===== src/rtl/command_sequencer.sv =====
// Multi-cycle sequencer between the command front end and the ULA + X/Y/Z datapath.
// Accepts one command per valid/ready handshake and steps the datapath control codes.
module command_sequencer #(
  parameter int unsigned SHIFT_W = 3
) (
  input  logic               clk,
  input  logic               rst_n,
  input  logic [3:0]         cmd,
  input  logic               cmdValid,
  input  logic [SHIFT_W-1:0] shiftCount,
  input  logic               abort,
  output logic               cmdReady,
  output logic [2:0]         tULA,
  output logic [2:0]         tX,
  output logic [2:0]         tY,
  output logic [2:0]         tZ,
  output logic               busy,
  output logic               done,
  output logic               err
);

  localparam logic [3:0] CmdClr   = 4'b0000;
  localparam logic [3:0] CmdClrld = 4'b0001;
  localparam logic [3:0] CmdLoadx = 4'b0010;
  localparam logic [3:0] CmdAdd   = 4'b0011;
  localparam logic [3:0] CmdSub   = 4'b0100;
  localparam logic [3:0] CmdMult  = 4'b0101;
  localparam logic [3:0] CmdDiv   = 4'b0110;
  localparam logic [3:0] CmdMin   = 4'b0111;
  localparam logic [3:0] CmdMax   = 4'b1000;
  localparam logic [3:0] CmdDisp  = 4'b1001;

  localparam logic [2:0] UAdd   = 3'b000;
  localparam logic [2:0] USub   = 3'b001;
  localparam logic [2:0] UMaior = 3'b100;
  localparam logic [2:0] UMenor = 3'b101;

  localparam logic [2:0] RHold  = 3'b000;
  localparam logic [2:0] RReset = 3'b001;
  localparam logic [2:0] RLoad  = 3'b010;
  localparam logic [2:0] RShl   = 3'b011;
  localparam logic [2:0] RShr   = 3'b100;

  typedef enum logic [2:0] {
    StIdle,
    StStepX,
    StStepOp,
    StStepSh,
    StStep1,
    StDone
  } state_e;

  state_e             state_q;
  logic [3:0]         cmd_q;
  logic [SHIFT_W-1:0] cnt_q;
  logic               is_shift;

  assign is_shift = (cmd_q == CmdMult) || (cmd_q == CmdDiv);

  always_ff @(posedge clk or negedge rst_n) begin
    if (!rst_n) begin
      state_q <= StIdle;
      cmd_q   <= CmdClr;
      cnt_q   <= '0;
    end else begin
      unique case (state_q)
        StIdle: begin
          if (cmdValid) begin
            cmd_q <= cmd;
            cnt_q <= shiftCount;
            unique case (cmd)
              CmdClr, CmdClrld, CmdLoadx, CmdDisp:         state_q <= StStep1;
              CmdAdd, CmdSub, CmdMin, CmdMax, CmdMult, CmdDiv: state_q <= StStepX;
              default:                                      state_q <= StDone;
            endcase
          end
        end
        StStepX: begin
          if (abort) begin
            state_q <= StIdle;
          end else if (is_shift) begin
            // A zero shift count skips the shift loop entirely.
            state_q <= (cnt_q == '0) ? StDone : StStepSh;
          end else begin
            state_q <= StStepOp;
          end
        end
        StStepSh: begin
          cnt_q <= cnt_q - 1'b1;
          if (abort) begin
            state_q <= StIdle;
          end else if (cnt_q == SHIFT_W'(1)) begin
            state_q <= StDone;
          end
        end
        StStepOp, StStep1: state_q <= abort ? StIdle : StDone;
        StDone:            state_q <= StIdle;
        default:           state_q <= StIdle;
      endcase
    end
  end

  // Controls depend only on state and the latched command.
  always_comb begin
    tULA     = UAdd;
    tX       = RHold;
    tY       = RHold;
    tZ       = RHold;
    busy     = 1'b0;
    done     = 1'b0;
    err      = 1'b0;
    cmdReady = (state_q == StIdle);
    unique case (state_q)
      StStepX: begin
        busy = 1'b1;
        tX   = RLoad;
      end
      StStepOp: begin
        busy = 1'b1;
        tY   = RLoad;
        unique case (cmd_q)
          CmdSub:  tULA = USub;
          CmdMin:  tULA = UMenor;
          CmdMax:  tULA = UMaior;
          default: tULA = UAdd;
        endcase
      end
      StStepSh: begin
        busy = 1'b1;
        tY   = (cmd_q == CmdDiv) ? RShr : RShl;
      end
      StStep1: begin
        busy = 1'b1;
        unique case (cmd_q)
          CmdClr: begin
            tX = RReset;
            tY = RReset;
            tZ = RReset;
          end
          CmdClrld: begin
            tX = RLoad;
            tY = RReset;
            tZ = RReset;
          end
          CmdLoadx: tX = RLoad;
          CmdDisp:  tZ = RLoad;
          default:  ;
        endcase
      end
      StDone: begin
        done = 1'b1;
        err  = (cmd_q > CmdDisp);
      end
      default: ;
    endcase
  end

endmodule


===== config.mk =====
export PLATFORM = sky130hd
export DESIGN_NAME = command_sequencer
export DESIGN_NICKNAME = d
export VERILOG_FILES = /design/src/rtl/command_sequencer.sv
export SDC_FILE = /design/constraint.sdc
export NUM_CORES = 1
export LEC_CHECK = 0
export CAP_MARGIN = 15
export CORE_MARGIN = 2
export CORE_UTILIZATION = 34
export DETAILED_ROUTE_END_ITERATION = 12
export SETUP_SLACK_MARGIN = 0.4
export SKIP_LAST_GASP = 1
export SLEW_MARGIN = 20
export SYNTH_ARGS = -nofsm -noshare
export SYNTH_HDL_FRONTEND = slang
export SYNTH_SLANG_ARGS = --single-unit

===== constraint.sdc =====
create_clock -name clk -period 2.1 [get_ports clk]
set_input_delay 0.42 -clock clk [delete_from_list [all_inputs] [get_ports clk]]
set_output_delay 0.42 -clock clk [all_outputs]
set_load 0.005 [all_outputs]

==> results.sh, run 1 <==
export IMPL_synth_seq_cells=10
export IMPL_final_common_cell="buf_4"
export IMPL_critPathArrivalTime_ps=1690
export IMPL_synthesis_area_um2=820
export IMPL_outcome="complete, but fails checks"
export IMPL_cts_buffer_depth=2
export IMPL_grt_pass1_wl_mm=3.94
export IMPL_fin_skew_ps=11.0
export IMPL_fin_nets=159
export IMPL_dpl_worst_slack_ps=-79.7
export IMPL_num_antenna_cells=0
export IMPL_power_total_mw=1.93
export IMPL_antenna_left=0
export IMPL_wl_per_cell_um=15.2
export IMPL_drt_iter0_drc=12
export IMPL_path_clk_slew_ps=80
export IMPL_die_w_um=53.1
export IMPL_vias_per_cell=5.25
export IMPL_critPathLaunch="state_q[0]"
export IMPL_drc=0
export IMPL_grt_pass1_vias=843
export IMPL_core_region_area_um2=2250
export IMPL_seq_area_frac_synth=0.305
export IMPL_final_seq_area_um2=253
export IMPL_die_h_um=53.1
export IMPL_drt_wl_total_mm=2.62
export IMPL_period_needed_ps=2110
export IMPL_p_leak_nw=0.678
export IMPL_hold_buffers=0
export IMPL_vias=903
export IMPL_drive_above_1_share=0.493
export IMPL_insertion_delay_ps=270
export IMPL_synthArstFlopShare=1.00
export IMPL_vdd_ir_drop_max_mv=0.845
export IMPL_min_period_over_period=1.01
export IMPL_final_cell_mix="buf_4, buf_2, buf_6"
export IMPL_r2r_start="state_q[0]"
export IMPL_fp_dieArea_um2=2820
export IMPL_grt_max_degree=11
export IMPL_drv_cap=0
export IMPL_cp_max_fo=2
export IMPL_grt_overflow_total=0
export IMPL_critPathKind="reg2out"
export IMPL_slew_viol_final=0
export IMPL_clock_sinks=10
export IMPL_violations="setup timing"
export IMPL_place_congestion=0.707
export IMPL_dpl_hpwl_mm=1.51
export IMPL_htreeDepth=1
export IMPL_initial_core_util=0.363
export IMPL_timing_hold_violations_final=0
export IMPL_fill_cells=194
export IMPL_row_count=17
export IMPL_endpoint_kind="primary output"
export IMPL_final_util=0.622
export IMPL_track_usage=0.199
export IMPL_cts_tree="yes"
export IMPL_synth_edff_count=0
export IMPL_numCtsBuffers=3
export IMPL_place_port_buffers=23
export IMPL_hold_path_class="in2async"
export IMPL_finalSetupViolations=1
export IMPL_r2r_slack_ps=140
export IMPL_multi_input_area_um2=603
export IMPL_yosysWarnings=0
export IMPL_syn_to_final_growth_pct=71.1
export IMPL_instances_no_fill=172
export IMPL_powerDensity_nw_per_um2=1380
export IMPL_io_pins=27
export IMPL_antenna_found_initial=0
export IMPL_synth_flop_cell="dfrtp_1"
export IMPL_cts_root_buf="clkbuf_4"
export IMPL_drt_pass1_iter_count=4
export IMPL_synth_cells=90
export IMPL_synth_cell_types=42
export IMPL_crit_required_ps=1680
export IMPL_syn_avg_cell_area_um2=9.11
export IMPL_placed_cells=148
export IMPL_rsz0062_at_grt="yes"
export IMPL_setup_slack_ps=-11.6
export IMPL_fmax_mhz=474
export IMPL_start_kind="flop"
cell families (layout without fill, tap and decap cells):
group	after synthesis	in the layout	synth area share
simple gates	37	37	0.284
compound gates	21	21	0.189
buf+inv	12	64	0.0809
flops	10	10	0.305
mux	5	5	0.0794
fa+ha+maj	3	3	0.0458
other cells	1	3	0.00458
xor+xnor	1	1	0.0107
path summary, 6_finish.rpt:
kind,to,cells past startpoint
setup / recovery,tY[0],4
hold / removal,cnt_q[0],1
setup reg to reg,cmd_q[3],7
hold reg to reg,cnt_q[0],1
max in group asynchronous,cmd_q[2],1
min in group clk,cnt_q[0],1
sequential cells by signal, summed over array words and instances (netlist names):
signal	cells
cmd_q	4
cnt_q	3
state_q	3
metal layers:
metal | routed length [um] | share of wire | global-route usage | vias up
li1 | - | - | - | 444
met1 | 1140 | 0.43 | 0.222 | 435
met2 | 1370 | 0.52 | 0.369 | 22
met3 | 83 | 0.032 | 0.0339 | 2
met4 | 29 | 0.011 | 0.0769 | 0
met5 | 0 | 0 | 0 | -
critical path, stage by stage, from the launching register on:
cell     delay, ps
dfrtp_1        390
or4b_4         560
o21a_1         200
o22ai_2        150
buf_2          130
synthesized netlist by cell type, types with 2 or more instances:
| master | n | area (um^2) |
|---|---|---|
| ha_1 | 3 | 37.5 |
| nand3_1 | 2 | 10.0 |
| nor2b_1 | 3 | 18.8 |
| dfrtp_1 | 10 | 250 |
| nor4_1 | 2 | 12.5 |
| clkbuf_1 | 3 | 11.3 |
| nor3_1 | 4 | 20.0 |
| nor2_1 | 6 | 22.5 |
| a311oi_1 | 2 | 17.5 |
| nor4b_1 | 3 | 26.3 |
| buf_2 | 2 | 10.0 |
| and3b_1 | 2 | 17.5 |
| inv_1 | 3 | 11.3 |
| mux2_4 | 3 | 45.0 |
| a21oi_1 | 2 | 10.0 |
| mux2i_1 | 2 | 20.0 |
| buf_4 | 3 | 22.5 |
| o211ai_1 | 2 | 15.0 |
| nand2_1 | 2 | 7.51 |
| or4b_1 | 3 | 30.0 |
| a31oi_1 | 2 | 12.5 |
| o21a_1 | 3 | 22.5 |
| nand2b_1 | 4 | 25.0 |
per-stage QoR:
step	TNS [ps]	hold WS (ps)	area, um^2
2_1_floorplan	0	124	831
3_3_place_gp	-55.7	539	1150
3_5_place_dp	-79.7	546	1150
4_1_cts	0	491	1320
5_1_grt	-54.6	523	1400
6_report	-11.6	472	1400
what timing repair did:
item,CTS,global route
setup endpoints to repair,13,21
buffers inserted,16,4
pin swaps,10,5
resized for setup,71,11
report_power, final:
part           internal (mW)  switching [mW]
clock                  0.105          0.0713
sequential             0.287           0.114
combinational          0.778           0.577
final cells by class:
| cell class | count | share of cell area |
|---|---|---|
| sequential | 10 | 0.180 |
| timing repair buffer | 57 | 0.331 |
| clock buffer | 4 | 0.0259 |
| inverter | 3 | 0.00803 |
| tap | 28 | 0.0250 |
| multi-input combinational | 70 | 0.430 |
Power figures use the tool's default switching activity.
==> inputs of run 2 (changes only) <==
SETUP_SLACK_MARGIN = 0.02   (was 0.4)
==> results.sh, run 2 (synthesis gave the netlist of run 1 again) <==
export IMPL_die_h_um=53.1
export IMPL_final_cell_mix="buf_4, clkdlybuf4s50_1, dfrtp_1"
export IMPL_initial_core_util=0.363
export IMPL_outcome="complete, no violations"
export IMPL_grt_max_degree=15
export IMPL_num_antenna_cells=0
export IMPL_place_congestion=0.747
export IMPL_cpMaxStageDelayCell="or4b_4"
export IMPL_core_region_area_um2=2250
export IMPL_period_needed_ps=2090
export IMPL_antenna_left=0
export IMPL_place_port_buffers=23
export IMPL_numCtsBuffers=3
export IMPL_fill_cells=232
export IMPL_stdcell_area_um2=1260
export IMPL_min_period_over_period=0.993
export IMPL_vias=841
export IMPL_fp_dieArea_um2=2820
export IMPL_grt_pass1_vias=819
export IMPL_critPathKind="reg2out"
export IMPL_vias_per_cell=5.36
export IMPL_worstReg2RegEnd="cmd_q[2]"
export IMPL_r2r_start="state_q[1]"
export IMPL_crit_required_ps=1680
export IMPL_start_kind="flop"
export IMPL_grt_overflow_total=0
export IMPL_max_stage_delay_ps=530
export IMPL_fin_nets=144
export IMPL_grt_pass1_wl_mm=3.81
export IMPL_final_common_cell="buf_4"
export IMPL_vdd_ir_drop_max_mv=0.694
export IMPL_drt_iter0_drc=16
export IMPL_dpl_hpwl_mm=1.60
export IMPL_cts_root_buf="clkbuf_4"
export IMPL_hold_buffers=0
export IMPL_p_leak_nw=0.621
export IMPL_cp_depth=4
export IMPL_reg_top3="cmd_q: 4 flops, cnt_q: 3 flops, state_q: 3 flops"
export IMPL_endpoint_kind="primary output"
export IMPL_row_count=17
export IMPL_htreeDepth=1
export IMPL_cts_buffer_depth=2
export IMPL_drc=0
export IMPL_fmax_mhz=479
export IMPL_place_area_um2=1130
export IMPL_largest_register_ffs=4
export IMPL_track_usage=0.186
export IMPL_cp_max_fo=3
export IMPL_cpLargestDelayFamily="simple AND/OR/NAND/NOR gates"
export IMPL_critPathArrivalTime_ps=1670
export IMPL_rsz0062_at_grt="yes"
export IMPL_die_w_um=53.1
export IMPL_endpoint="tY[0]"
export IMPL_r2r_slack_ps=170
export IMPL_top_register="cmd_q"
export IMPL_crit_path_cell_trace="or4b_4 > o21a_1 > o22ai_1 > buf_2"
export IMPL_syn_to_final_growth_pct=53.7
export IMPL_placed_cells=146
export IMPL_timing_hold_violations_final=0
export IMPL_drive_above_1_share=0.295
export IMPL_instances_no_fill=157
export IMPL_path_clk_slew_ps=70
export IMPL_critPathBufInv=1
export IMPL_critPathLaunch="state_q[1]"
export IMPL_drt_pass1_iter_count=4
export IMPL_slew_viol_final=0
export IMPL_insertion_delay_ps=270
export IMPL_clock_sinks=10
export IMPL_wl_per_cell_um=14.1
export IMPL_reg2reg_depth=4
export IMPL_powerDensity_nw_per_um2=1290
export IMPL_drv_cap=0
export IMPL_drt_wl_total_mm=2.21
export IMPL_io_pins=27
export IMPL_hold_path_class="in2async"
export IMPL_antenna_found_initial=0
export IMPL_cts_tree="yes"
export IMPL_fin_skew_ps=4.24
export IMPL_finalSetupViolations=0
==> run 2: cell count changes in the layout (fill, tap and decap cells not counted), sizes merged <==
cell           before  now
clkdlybuf4s50      10   11
buf                47   20
clkbuf              4    7
dlymetal6s2s        0    3
dlygate4sd2         0    3
clkdlybuf4s15       0    2
==> run 2: timing repair <==
item,CTS,global route
buffers inserted,5,2
pin swaps,1,1
gates resized for setup,19,18
setup endpoints to repair,12,11
==> run 2: worst min-delay path by stage <==
stage | startpoint | cells past startpoint | slack, ps | endpoint
2_1_floorplan | rst_n | 0 | 120 | cmd_q[0]
3_3_place_gp | cnt_q[0] | 1 | 530 | cnt_q[0]
3_5_place_dp | cnt_q[0] | 1 | 540 | cnt_q[0]
4_1_cts | rst_n | 1 | 480 | cnt_q[0]
5_1_grt | rst_n | 1 | 500 | cnt_q[0]
6_report | rst_n | 1 | 460 | cnt_q[1]
==> run 2: per-layer routing <==
layer,up-vias,share of wire,global-route usage
met5,-,0,0
met4,0,0.0059,0.0256
met3,2,0.052,0.0424
met2,20,0.52,0.350
met1,404,0.42,0.216
li1,415,-,-
==> run 2: worst register-to-register path: stages, from the launching register on <==
cell and delay (ps):
dfrtp_1 400, buf_6 140, buf_4 160, or4b_1 740, mux2_4 380
==> run 2: through the flow <==
| step | TNS (ps) | hold slack (ps) | power [mW] | utilization | worst slack [ps] |
|---|---|---|---|---|---|
| finish | 0 | 460 | 1.63 | 0.559 | 13.7 |
| global route | -63.8 | 501 | 1.77 | 0.559 | -63.8 |
| CTS | -378 | 481 | 1.59 | 0.546 | -145 |
| detailed placement | -125 | 541 | 1.31 | 0.500 | -125 |
| global placement | -65.1 | 535 | 1.29 | 0.500 | -65.1 |
| floorplan | 0 | 124 | 0.900 | - | 362 |
==> run 2: power by group <==
part	total (mW)	internal (mW)	switching, mW
sequential	0.385	0.287	0.0985
combinational	1.06	0.578	0.484
clock	0.180	0.105	0.0749
==> run 2: area by class of cell <==
| type | count | area, um^2 | share of cell area |
|---|---|---|---|
| Timing Repair Buffer | 42 | 368 | 0.292 |
| Clock buffer | 4 | 36.3 | 0.0288 |
| Multi-Input combinational cell | 70 | 557 | 0.442 |
| Sequential cell | 10 | 253 | 0.201 |
| Tap cell | 28 | 35.0 | 0.0278 |
| Inverter | 3 | 11.3 | 0.00894 |
==> inputs of run 3 (changes only) <==
CORE_UTILIZATION = 45   (was 34)
PLACE_DENSITY = 0.79   (was not set)
==> results.sh, run 3 (synthesis gave the netlist of run 1 again) <==
export IMPL_outcome="complete, no violations"
export IMPL_p_leak_nw=0.599
export IMPL_clock_sinks=10
export IMPL_largest_register_ffs=4
export IMPL_place_congestion=0.799
export IMPL_vias_per_cell=5.37
export IMPL_fin_skew_ps=1.21
export IMPL_final_util=0.721
export IMPL_cts_root_buf="clkbuf_4"
export IMPL_fill_cells=142
export IMPL_drv_cap=0
export IMPL_hold_path_class="in2async"
export IMPL_vias=816
export IMPL_insertion_delay_ps=260
export IMPL_drc=0
export IMPL_place_port_buffers=23
export IMPL_num_antenna_cells=0
export IMPL_grt_overflow_total=0
export IMPL_dpl_worst_slack_ps=-96.7
export IMPL_core_region_area_um2=1730
export IMPL_io_pins=27
export IMPL_numCtsBuffers=3
export IMPL_fin_nets=142
export IMPL_endpoint_kind="primary output"
export IMPL_fmax_mhz=480
export IMPL_row_count=15
export IMPL_grt_max_degree=15
export IMPL_final_common_cell="buf_4"
export IMPL_crit_required_ps=1680
export IMPL_track_usage=0.239
export IMPL_powerDensity_nw_per_um2=1280
export IMPL_grt_pass1_wl_mm=3.62
export IMPL_syn_to_final_growth_pct=51.9
export IMPL_critPathKind="reg2out"
export IMPL_finalSetupViolations=0
export IMPL_cp_max_fo=3
export IMPL_fp_dieArea_um2=2180
export IMPL_timing_hold_violations_final=0
export IMPL_cts_tree="yes"
export IMPL_rsz0062_at_grt="yes"
export IMPL_die_w_um=46.7
export IMPL_antenna_found_initial=0
export IMPL_initial_core_util=0.475
export IMPL_die_h_um=46.7
export IMPL_slew_viol_final=0
export IMPL_period_needed_ps=2080
export IMPL_dpl_hpwl_mm=1.56
export IMPL_wl_per_cell_um=14.7
export IMPL_place_area_um2=1120
export IMPL_start_kind="flop"
export IMPL_critPathArrivalTime_ps=1660
export IMPL_drt_pass1_iter_count=4
export IMPL_vdd_ir_drop_max_mv=0.950
export IMPL_stdcell_area_um2=1240
export IMPL_final_cell_mix="buf_4, clkdlybuf4s50_1, dfrtp_1"
export IMPL_reg_top3="cmd_q: 4 flops, cnt_q: 3 flops, state_q: 3 flops"
export IMPL_top_register="cmd_q"
export IMPL_min_period_over_period=0.992
export IMPL_drive_above_1_share=0.283
export IMPL_path_clk_slew_ps=70
export IMPL_setup_slack_ps=17.7
export IMPL_htreeDepth=1
export IMPL_cts_buffer_depth=2
export IMPL_grt_pass1_vias=801
export IMPL_drt_iter0_drc=11
export IMPL_antenna_left=0
export IMPL_drt_wl_total_mm=2.24
export IMPL_timing_hold_ws_ps=473
-- run 3: path summary, 6_finish.rpt --
kind                            end  slack (ps)  depth (start not counted)       start
max                           tY[0]          20                          4  state_q[0]
min                        cnt_q[0]         470                          1       rst_n
max reg2reg                cmd_q[2]         200                          6  state_q[0]
min reg2reg                cnt_q[0]         550                          1    cnt_q[0]
max in group asynchronous  cmd_q[2]        1290                          1       rst_n
min in group clk           cnt_q[0]         550                          1    cnt_q[0]
-- run 3: cell type report --
cell class                      count  area [um^2]  share of cell area
Clock buffer                        4         36.3              0.0291
Tap cell                           25         31.3              0.0251
Inverter                            3         11.3             0.00905
Multi-Input combinational cell     70          562               0.451
Sequential cell                    10          251               0.202
Timing Repair Buffer               40          353               0.283
-- run 3: layer usage --
metal | vias up | global-route usage | wire (um)
li1 | 410 | - | -
met1 | 381 | 0.300 | 994
met2 | 23 | 0.414 | 1150
met3 | 2 | 0.0235 | 79
met4 | 0 | 0.100 | 18
met5 | - | 0 | 0
-- run 3: critical path, cell delays in order (launching register included) --
cell and delay, ps:
dfrtp_1 420, or4b_4 520, o21a_1 180, o22ai_1 140
clkbuf_2 130
-- run 3: per-stage QoR --
step                      total power [mW]  TNS [ps]  instances
after floorplan                      0.900         0         92
after global placement                1.26     -71.4        143
after detailed placement              1.29     -96.7        143
after CTS                             1.55     -75.7        152
after global routing                  1.72     -40.1        152
final                                 1.60         0        152
-- run 3: what timing repair did --
action / in CTS / in global routing
cloned: 1 / 0
setup endpoints to repair: 12 / 8
hold buffers: 0 / 0
pin swaps: 1 / 0
setup buffers: 4 / 0
resized for setup: 20 / 13
-- run 3: where the power goes --
group / switching (mW) / leakage, nW / internal, mW
sequential: 0.123 / 0.120 / 0.285
clock: 0.0684 / 0.0210 / 0.105
combinational: 0.460 / 0.458 / 0.556
==> variant (flow settings as in run 3) <==
Set the parameter `SHIFT_W` to 5 (it was 3).
--- a/src/rtl/command_sequencer.sv
+++ b/src/rtl/command_sequencer.sv
@@ -2,5 +2,5 @@
 // Accepts one command per valid/ready handshake and steps the datapath control codes.
 module command_sequencer #(
-  parameter int unsigned SHIFT_W = 3
+  parameter int unsigned SHIFT_W = 5
 ) (
   input  logic               clk,
Ports: changed (resized shiftCount); port bits go from 27 to 29. No check against the original RTL was run, so the function may have changed too.
==> variant against run 3 <==
Clock power rose by 9.8%. Sequential power up 37%. The flow now finishes with violations (negative setup slack). Area after synthesis grew 12%. Largest cell class unchanged. Cell area increased by 16%. Critical path depth unchanged. Synthesized cell count rose by 16%. Critical endpoint is now tULA[2]. Sequential cell count increased by 2. Power up 9.3%. Worst setup slack got worse by 0.21 ns. Via count up 27%. Sequential share of layout area increased by 1.2 points. Hold slack better by 0.042 ns. Routed wire length up 35%. Largest power group unchanged.
==> variant: results (changes against run 3) <==
* Final WL at 3030 µm (was 2238 µm)
* Placer Congestion at 0.7924 (was 0.7991)
* Total GRT Usage at 24.72% (was 23.90%)
* Outcome: complete, but fails checks (was completed)
* CP max stage cell: clkdlybuf4s50_1 (was or4b_4)
* Biggest regs: cnt_q (5), cmd_q (4), state_q (3) (was cmd_q (4), cnt_q (3), state_q (3))
* Setup TNS at -0.3744 ns (was 0 ns)
* Vias in the first global route at 1045 (was 801)
* Sequential-to-total area share from yosys stat at 32.83% (was 30.53%)
* CP peak stage delay at 0.57 ns (was 0.52 ns)
* Fill count at 141 (was 142)
* Global Route met1 Usage at 28.93% (was 29.98%)
* R2R Setup Slk at 0.15 ns (was 0.20 ns)
* Failing checks: negative setup slack
* Critical Path End: tULA[2] (was tY[0])
* Cells after Synth at 104 (was 90)
* DR iter-0 viols at 38 (was 11)
* Vias after detailed routing at 1036 (was 816)
* Pleak at 0.6974 nW (was 0.5991 nW)
* Skew final at 0.003473 ns (was 0.001214 ns)
* Post-route worst setup slack at -0.1936 ns (was 0.01767 ns)
* Reg clk slew, reported paths at 0.09 ns (was 0.07 ns)
* Most instantiated cells after synthesis: 12 x dfrtp_1, 7 x nor2_1, 6 x clkbuf_1 (was 10 x dfrtp_1, 6 x nor2_1, 4 x nand2b_1, 4 x nor3_1)
* R2R Path Start: state_q[1] (was state_q[0])
* Crit path from: cmd_q[0] (was state_q[0])
* Final setup violation count at 5 (was 0)
* Layout cells sized above 1 at 33.56% (was 28.35%)
* Met3 Track Usage GR at 7.362% (was 2.353%)
* Final nets at 165 (was 142)
* Clk Latency, worst-skew pair at 0.28 ns (was 0.26 ns)
* M2 GR Usage at 43.02% (was 41.39%)
* Final HPWL from detailed placement at 1745 µm (was 1559 µm)
* Reg2reg end: cmd_q[1] (was cmd_q[2])
* CP delay by family, top: buffers and inverters (was simple AND/OR/NAND/NOR gates)
* Port Buf Inserts at 25 (was 23)
* Post-synth cell types at 43 (was 42)
[variant: logic make-up (layout without fill, tap and decap cells)]
group	Yosys count	in the layout	synth area share (%)
simple gates	42	42	28.32
xor+xnor	1	1	0.9578
compound gates	24	24	19.15
fa+ha+maj	2	2	2.736
other cells	1	3	0.4100
mux	5	5	6.292
flops	12	12	32.83
buf+inv	17	60	9.302
[variant: worst min-delay path by stage]
stage / from / to / slack, ns / depth (start not counted)
after global routing: rst_n / cnt_q[0] / 0.55 / 1
final: rst_n / cnt_q[3] / 0.51 / 1
after detailed placement: cnt_q[2] / cnt_q[2] / 0.59 / 1
after floorplan: rst_n / cmd_q[0] / 0.12 / 0
after CTS: rst_n / cnt_q[0] / 0.53 / 1
after global placement: cnt_q[2] / cnt_q[2] / 0.57 / 1
[variant: layout make-up]
cell class	instances	share of cell area, %
repair buffers	51	30.99
multi-input cells	77	41.49
clock buffers	4	2.517
well taps	27	2.344
flip-flops and latches	12	21.35
inverters	5	1.302
[variant: layer usage]
metal  vias to the layer above  wire length, µm
met5                         -                0
li1                        476                -
met3                         8              192
met1                       497             1246
met4                         0               69
met2                        55             1522
[variant: where the power goes]
| group | total, mW | switching [mW] | internal [mW] |
|---|---|---|---|
| Sequential | 0.558 | 0.209 | 0.349 |
| Combinational | 0.997 | 0.442 | 0.555 |
| Clock | 0.191 | 0.0859 | 0.105 |
| Total | 1.75 | 0.737 | 1.01 |
[variant: through the flow]
stage | total power [mW] | cell area [µm²] | worst slack [ns]
2_1_floorplan | 0.9594 | 922.1 | 0.4715
3_3_place_gp | 1.259 | 1215 | 0.1073
3_5_place_dp | 1.290 | 1215 | 0.06743
4_1_cts | 1.610 | 1359 | -0.1003
5_1_grt | 1.862 | 1441 | -0.2322
6_report | 1.746 | 1441 | -0.1936
[variant: worst register-to-register path, cell delays in order, from the launching register on]
cell and delay [ns]:
dfrtp_2 0.44, buf_4 0.14, buf_4 0.13, buf_4 0.14
or4b_1 0.49, buf_4 0.20, mux2_4 0.31
[variant: timing repair]
action	CTS	global route
pin swaps	4	1
endpoints found under the setup margin	12	10
buffers inserted	11	5
resized for setup	19	15
